[src/rtl/mem_port_arbiter.sv]
// rtl/mem_port_arbiter.sv - shares one memory port between instruction fetch and load/store (optional fairness: MEM_ARB_FAIR_EN)
module mem_port_arbiter #(
  parameter int NBITS      = 8,
  parameter int STARVE_MAX = 3
) (
  input  logic             clock,
  input  logic             reset,
  input  logic             if_req,
  input  logic [NBITS-1:0] if_addr,
  output logic             if_ack,
  output logic [NBITS-1:0] if_rdata,
  input  logic             dm_req,
  input  logic             dm_we,
  input  logic [NBITS-1:0] dm_addr,
  input  logic [NBITS-1:0] dm_wdata,
  output logic             dm_ack,
  output logic [NBITS-1:0] dm_rdata,
  output logic [NBITS-1:0] mem_addr,
  output logic [NBITS-1:0] mem_wdata,
  output logic             MemRead,
  output logic             MemWrite,
  input  logic             busy,
  input  logic [NBITS-1:0] mem_rdata,
  output logic [1:0]       owner
);

  typedef enum logic [1:0] {IDLE, ACCESS, WAIT, DONE} state_e;

  localparam logic [1:0] OWN_NONE = 2'b00;
  localparam logic [1:0] OWN_IF   = 2'b01;
  localparam logic [1:0] OWN_DM   = 2'b10;

  state_e           state_q, state_d;
  logic [1:0]       owner_q, owner_d;
  logic [NBITS-1:0] addr_q, addr_d;
  logic [NBITS-1:0] wdata_q, wdata_d;
  logic             we_q, we_d;
  logic [NBITS-1:0] if_rdata_q, if_rdata_d;
  logic [NBITS-1:0] dm_rdata_q, dm_rdata_d;
  logic             grant_if;

`ifdef MEM_ARB_FAIR_EN
  localparam int SW = (STARVE_MAX < 1) ? 1 : $clog2(STARVE_MAX + 1);

  logic [SW-1:0] starve_q, starve_d;

  // IF wins a contested grant once DM has been chosen STARVE_MAX times in a row over it
  always_comb begin
    grant_if = if_req && (!dm_req || (starve_q == SW'(STARVE_MAX)));
  end

  // count contested DM grants, saturating; any IF grant clears the count
  always_comb begin
    starve_d = starve_q;
    if (state_q == IDLE && (if_req || dm_req)) begin
      if (grant_if) begin
        starve_d = '0;
      end else if (if_req && (starve_q != SW'(STARVE_MAX))) begin
        starve_d = starve_q + SW'(1);
      end
    end
  end

  // starve counter register
  always_ff @(posedge clock) begin
    if (reset) begin
      starve_q <= '0;
    end else begin
      starve_q <= starve_d;
    end
  end
`else
  // fixed priority: DM always beats IF
  always_comb begin
    grant_if = if_req && !dm_req;
  end
`endif

  // next-state, transaction latching and strobe/ack decode
  always_comb begin
    state_d    = state_q;
    owner_d    = owner_q;
    addr_d     = addr_q;
    wdata_d    = wdata_q;
    we_d       = we_q;
    if_rdata_d = if_rdata_q;
    dm_rdata_d = dm_rdata_q;
    MemRead    = 1'b0;
    MemWrite   = 1'b0;
    if_ack     = 1'b0;
    dm_ack     = 1'b0;
    unique case (state_q)
      IDLE: begin
        if (if_req || dm_req) begin
          state_d = ACCESS;
          if (grant_if) begin
            owner_d = OWN_IF;
            addr_d  = if_addr;
            we_d    = 1'b0;
          end else begin
            owner_d = OWN_DM;
            addr_d  = dm_addr;
            wdata_d = dm_wdata;
            we_d    = dm_we;
          end
        end
      end
      ACCESS: begin
        MemRead  = (owner_q == OWN_IF) || !we_q;
        MemWrite = (owner_q == OWN_DM) && we_q;
        state_d  = WAIT;
      end
      WAIT: begin
        if (!busy) begin
          state_d = DONE;
          if (owner_q == OWN_IF) begin
            if_rdata_d = mem_rdata;
          end else if (!we_q) begin
            dm_rdata_d = mem_rdata;
          end
        end
      end
      DONE: begin
        if_ack  = (owner_q == OWN_IF);
        dm_ack  = (owner_q == OWN_DM);
        owner_d = OWN_NONE;
        state_d = IDLE;
      end
      default: begin
        state_d = IDLE;
      end
    endcase
  end

  // state and datapath registers; reset abandons any transaction in flight
  always_ff @(posedge clock) begin
    if (reset) begin
      state_q    <= IDLE;
      owner_q    <= OWN_NONE;
      addr_q     <= '0;
      wdata_q    <= '0;
      we_q       <= 1'b0;
      if_rdata_q <= '0;
      dm_rdata_q <= '0;
    end else begin
      state_q    <= state_d;
      owner_q    <= owner_d;
      addr_q     <= addr_d;
      wdata_q    <= wdata_d;
      we_q       <= we_d;
      if_rdata_q <= if_rdata_d;
      dm_rdata_q <= dm_rdata_d;
    end
  end

  assign owner     = owner_q;
  assign mem_addr  = addr_q;
  assign mem_wdata = wdata_q;
  assign if_rdata  = if_rdata_q;
  assign dm_rdata  = dm_rdata_q;

endmodule

[config.mk]
export PLATFORM = sky130hd
export DESIGN_NAME = mem_port_arbiter
export DESIGN_NICKNAME = d
export VERILOG_FILES = /design/src/rtl/mem_port_arbiter.sv
export SDC_FILE = /design/constraint.sdc
export NUM_CORES = 1
export LEC_CHECK = 0
export CAP_MARGIN = 40
export CELL_PAD_IN_SITES_DETAIL_PLACEMENT = 1
export CELL_PAD_IN_SITES_GLOBAL_PLACEMENT = 1
export CORE_MARGIN = 2
export CORE_UTILIZATION = 32
export DETAILED_ROUTE_END_ITERATION = 16
export PLACE_DENSITY_LB_ADDON = 0.1
export SLEW_MARGIN = 20
export SYNTH_ARGS = -nofsm -noshare
export SYNTH_HDL_FRONTEND = slang
export SYNTH_SLANG_ARGS = --single-unit
[constraint.sdc]
create_clock -name clock -period 3 [get_ports clock]
set_input_delay 0.9 -clock clock [delete_from_list [all_inputs] [get_ports clock]]
set_output_delay 0.9 -clock clock [all_outputs]
set_load 0.02 [all_outputs]
# Word-level counts from Yosys, hierarchy flattened
# Index checks and enable logic that the tools add are counted.
# W data, S select, Z words.
word_totals:
  reg_bits: 37
  in_bits: 38
  output_inout_bits: 38
  word_cells: 44
op_classes:
  n_eq_ne: 7
  muxes: 12
  bitwise_logic: 4
  reduce_logical: 14
ops:
  columns: ["cell", "n"]
  rows:
  - ["$mux W2", 4]
  - ["$mux W8", 1]
  - ["$pmux W2 S4", 1]
  - ["$eq A2 B2 Y1 const B", 3]
  - ["$reduce_and A2 Y1", 3]
  - ["$reduce_and A3 Y1", 2]
  - ["$mux W1", 5]
  - ["$eq A2 B1 Y1 const B", 2]
  - ["$ne A2 B2 Y1 const B", 2]
  - ["$not A1 Y1", 4]
  - ["$pmux W2 S2", 1]
  - ["$reduce_and A4 Y1", 1]
  - ["$logic_and A1 B1 Y1", 2]
  - ["$logic_not A1 Y1", 2]
  - ["$logic_not A2 Y1", 1]
  - ["$logic_or A1 B1 Y1", 2]
  - ["$reduce_bool A2 Y1", 1]

# Depth between registers and ports, before layout
logic_depth:
  ltp_word: 5
  mapped_depth: 6
  ltp_nobuf: 5

# Worst setup path before layout
# No wires, ideal clock.
synth_timing:
  path_type: "flip-flop to output port"
  from: "register state_q[1]"
  to: "output dm_ack"
  t_arrival_ns: 1.152
  required_time_ns: 2.100
  slack_ns: 0.948
  stages_incl_launch_ff: 4
  n_path_buf: 0
  path_cell_list: "dfxtp_1 -> ha_1 -> inv_1 -> nor3b_1"
synth_via:
  elab_chain_len: 2
synth_rtl:
  columns: ["element", "line", "text"]
  rows:
  - ["start: declaration", "33", "state_e state_q, state_d;"]
  - ["start signal: assignment", "146", "state_q <= state_d;"]
  - ["$eq A2 B2 Y1", "92", "unique case (state_q)"]
  - ["$mux W1", "92", null]
  - ["end: declaration", "16", "output logic dm_ack,"]
# Every way passes these cells.

# Worst setup path in the final report
# Ends and elaborated chain as after synthesis.

==> results.py <==
metrics = {
    "outcome": {
        "status": "finished clean",
    },
    "detailed_routing": {
        "routed_wl_um": 4140,
        "drtIter0Drc": 27,
        "detail-route-antenna-nets": 0,
        "wl_per_cell_um": 12.9,
        "drc": 0,
        "dr.pass1.iters": 4,
        "num_vias": 1458,
        "vias_per_cell": 4.54,
    },
    "synth": {
        "synthMuxAreaShare_pct": 15.1,
        "avgSynthCellArea_um2": 9.50,
        "synth_compound_area_share_pct": 10.7,
        "synthDominantAreaCellType": "dfxtp_1",
        "synth-simple-area-share_pct": 20.4,
        "ys_types": 27,
        "synth-xor-area-share_pct": 0,
        "syn_nets": 218,
        "syn-cell-area_um2": 1650,
        "synth_area_leaders": "dfxtp_1 45%, mux2i_1 15%, nand2b_1 7.6%, nor2_1 4.8%, ha_1 4.5%",
        "synth_top_family_by_area": "simple AND/OR/NAND/NOR gates",
        "ys_ff_latch": 37,
        "synth_warnings": 0,
        "synth_fa_ha_area_share_pct": 4.54,
        "yosysSeqAreaShare_pct": 44.8,
        "synth_top_area_share_pct": 44.8,
        "postSynthCellCount": 174,
    },
    "clocking": {
        "clkTransAtPathRegs_ns": 0.07,
        "post-cts-setup-buffer-count": 0,
        "clk_path_buf_depth": 2,
        "ctsResizeCount": 0,
        "clk_latency_ns": 0.28,
        "cts-root-buf": "clkbuf_8",
        "cts_made_buffers": 5,
        "cts_tree": "done",
        "cts.htree.levels": 2,
        "clock-sinks": 37,
        "cts_hold_buf": 0,
    },
    "critical_path": {
        "end_kind": "output port",
        "worst_ep_required_time_ns": 2.10,
        "crit_path_start": "state_q[1]",
        "reg2reg_from": "state_q[0]",
        "crit_type": "reg -> out",
        "startpoint_type": "flop",
        "timing.rr.end": "mem_addr[0]",
        "critPathCapture": "dm_ack",
        "critPathMaxFanout": 5,
        "arrival_ns": 1.81,
        "r2r_cells": 5,
        "reg2reg_slack_ns": 1.17,
    },
    "global_routing": {
        "grt-ovfl-total": 0,
        "grt_pass1_vias": 1432,
        "grt_pass1_wl_um": 6600,
        "track_usage_pct": 15.1,
        "antenna_found_initial": 0,
        "grt_start_max_net_pins": 28,
    },
    "layout": {
        "fin_area_um2": 2590,
        "nets": 294,
        "finalNonFillerCells": 321,
        "syn_to_final_growth_pct": 56.6,
        "drive_gt1_share_pct": 6.77,
        "diodes": 0,
    },
    "place": {
        "place_hpwl_um": 3090,
        "placed_cells": 313,
        "gp_congestion": 0.752,
        "dpl_cell_area_um2": 2490,
        "io_buffers": 75,
    },
    "hold_path": {
        "hold_class": "reg -> reg",
    },
    "run": {
        "cap_violations": 0,
    },
    "timing": {
        "rsz0062_at_grt": "no",
        "post-route-period-util_pct": 90.4,
        "fin_setup_tns_ns": 0,
        "worst_pin_slew_ns": 0.604,
        "finalSetupViolations": 0,
        "slew_headroom_pct": 59.6,
        "finClkSkew_ns": 0.00638,
        "max_freq_ghz": 0.369,
        "whs_ns": 0.453,
        "hold_violations": 0,
        "period_needed_ns": 2.71,
        "finalMaxSlewViolations": 0,
    },
    "floorplanning": {
        "die_area_um2": 5760,
        "rows": 26,
        "initial_utilization_pct": 32.8,
        "die_x_um": 75.9,
        "die_h_um": 75.9,
        "coreArea_um2": 5040,
        "io_pins": 76,
    },
    "power": {
        "total_power_w": 0.00168,
        "p_per_area_nw_per_um2": 650,
        "vdd_ir_drop_max_mv": 0.294,
        "p_leak_nw": 0.970,
    },
}
-- final cells by class --
| cell class | instances | area, µm² |
|---|---|---|
| inverters | 3 | 11.3 |
| well taps | 70 | 87.6 |
| clock inverters | 1 | 5.00 |
| fillers | 582 | 2450 |
| multi-input cells | 123 | 847 |
| flip-flops and latches | 37 | 741 |
| repair buffers | 80 | 801 |
| clock buffers | 7 | 96.3 |
-- worst max-delay path: stages (launching register included) --
cell	delay, ns
dfxtp_1	0.40
ha_1	0.21
inv_1	0.08
nor3b_1	0.21
clkdlybuf4s50_1	0.63
-- where the power goes --
| part | switching (W) | internal (W) |
|---|---|---|
| Combinational | 0.000355 | 0.000319 |
| Clock | 0.000170 | 0.000208 |
| Sequential | 0.0000549 | 0.000577 |
-- synthesized netlist by cell type --
master,n
nand2b_1,20
nor2_1,21
buf_4,1
ha_1,6
a211oi_1,8
dfxtp_1,37
and4b_1,1
a21boi_1,1
a32oi_1,1
a2111o_1,1
a21oi_2,1
and3_1,1
or3b_1,1
o31ai_1,1
o21a_2,1
clkbuf_1,3
buf_6,1
nor4bb_1,1
nor3b_2,1
nand2_1,9
nand3_1,9
nor3b_1,1
o21ai_0,3
a21oi_1,10
mux2i_1,25
buf_2,6
inv_1,3
-- state kept, by name, indices dropped and copies added (netlist names) --
name and flops:
state_q 2, if_rdata 8, we_q 1, mem_wdata 8, dm_rdata 8, owner 2
mem_addr 8
-- worst min path at each step --
| stage | startpoint | end | slack (ns) | cells after the start |
|---|---|---|---|---|
| 2_1_floorplan | we_q | we_q | 0.49 | 2 |
| 3_3_place_gp | mem_wdata[7] | mem_wdata[7] | 0.44 | 2 |
| 3_5_place_dp | mem_wdata[7] | mem_wdata[7] | 0.45 | 2 |
| 4_1_cts | mem_wdata[7] | mem_wdata[7] | 0.46 | 2 |
| 5_1_grt | mem_wdata[3] | mem_wdata[3] | 0.48 | 2 |
| 6_report | mem_wdata[4] | mem_wdata[4] | 0.45 | 2 |
-- metal layers --
layer	GRT usage (%)	up-vias	wire length [µm]	part of all wire [%]
li1	-	745	-	-
met1	17.8	666	1800	44
met2	25.8	42	2030	49
met3	5.56	5	275	6.6
met4	4.09	0	34	0.82
met5	0	-	0	0
-- placed cells by master, fill, tap and decap left out, types with 7 or more instances in the layout --
cell type / n
clkdlybuf4s50_1: 75
nand3_1: 9
a21oi_1: 10
clkbuf_8: 7
nor2_1: 21
nand2b_1: 20
a211oi_1: 8
nand2_1: 9
dfxtp_1: 37
mux2i_1: 25
-- cells by family after synthesis --
family                     after synthesis
buffers and inverters                   14
adders and majority gates                6
muxes                                   25
DFF                                     37
AOI/OAI and AO/OA                       27
and+or+nand+nor                         65
-- through the flow --
| step | worst slack (ns) | util (%) |
|---|---|---|
| 3_3_place_gp | 0.626 | 49.3 |
| 3_5_place_dp | 0.611 | 49.3 |
| 6_report | 0.287 | 51.3 |
| 4_1_cts | 0.277 | 51.3 |
| 2_1_floorplan | 0.948 | - |
| 5_1_grt | 0.208 | 51.3 |
(Power assumes the default switching activity.)
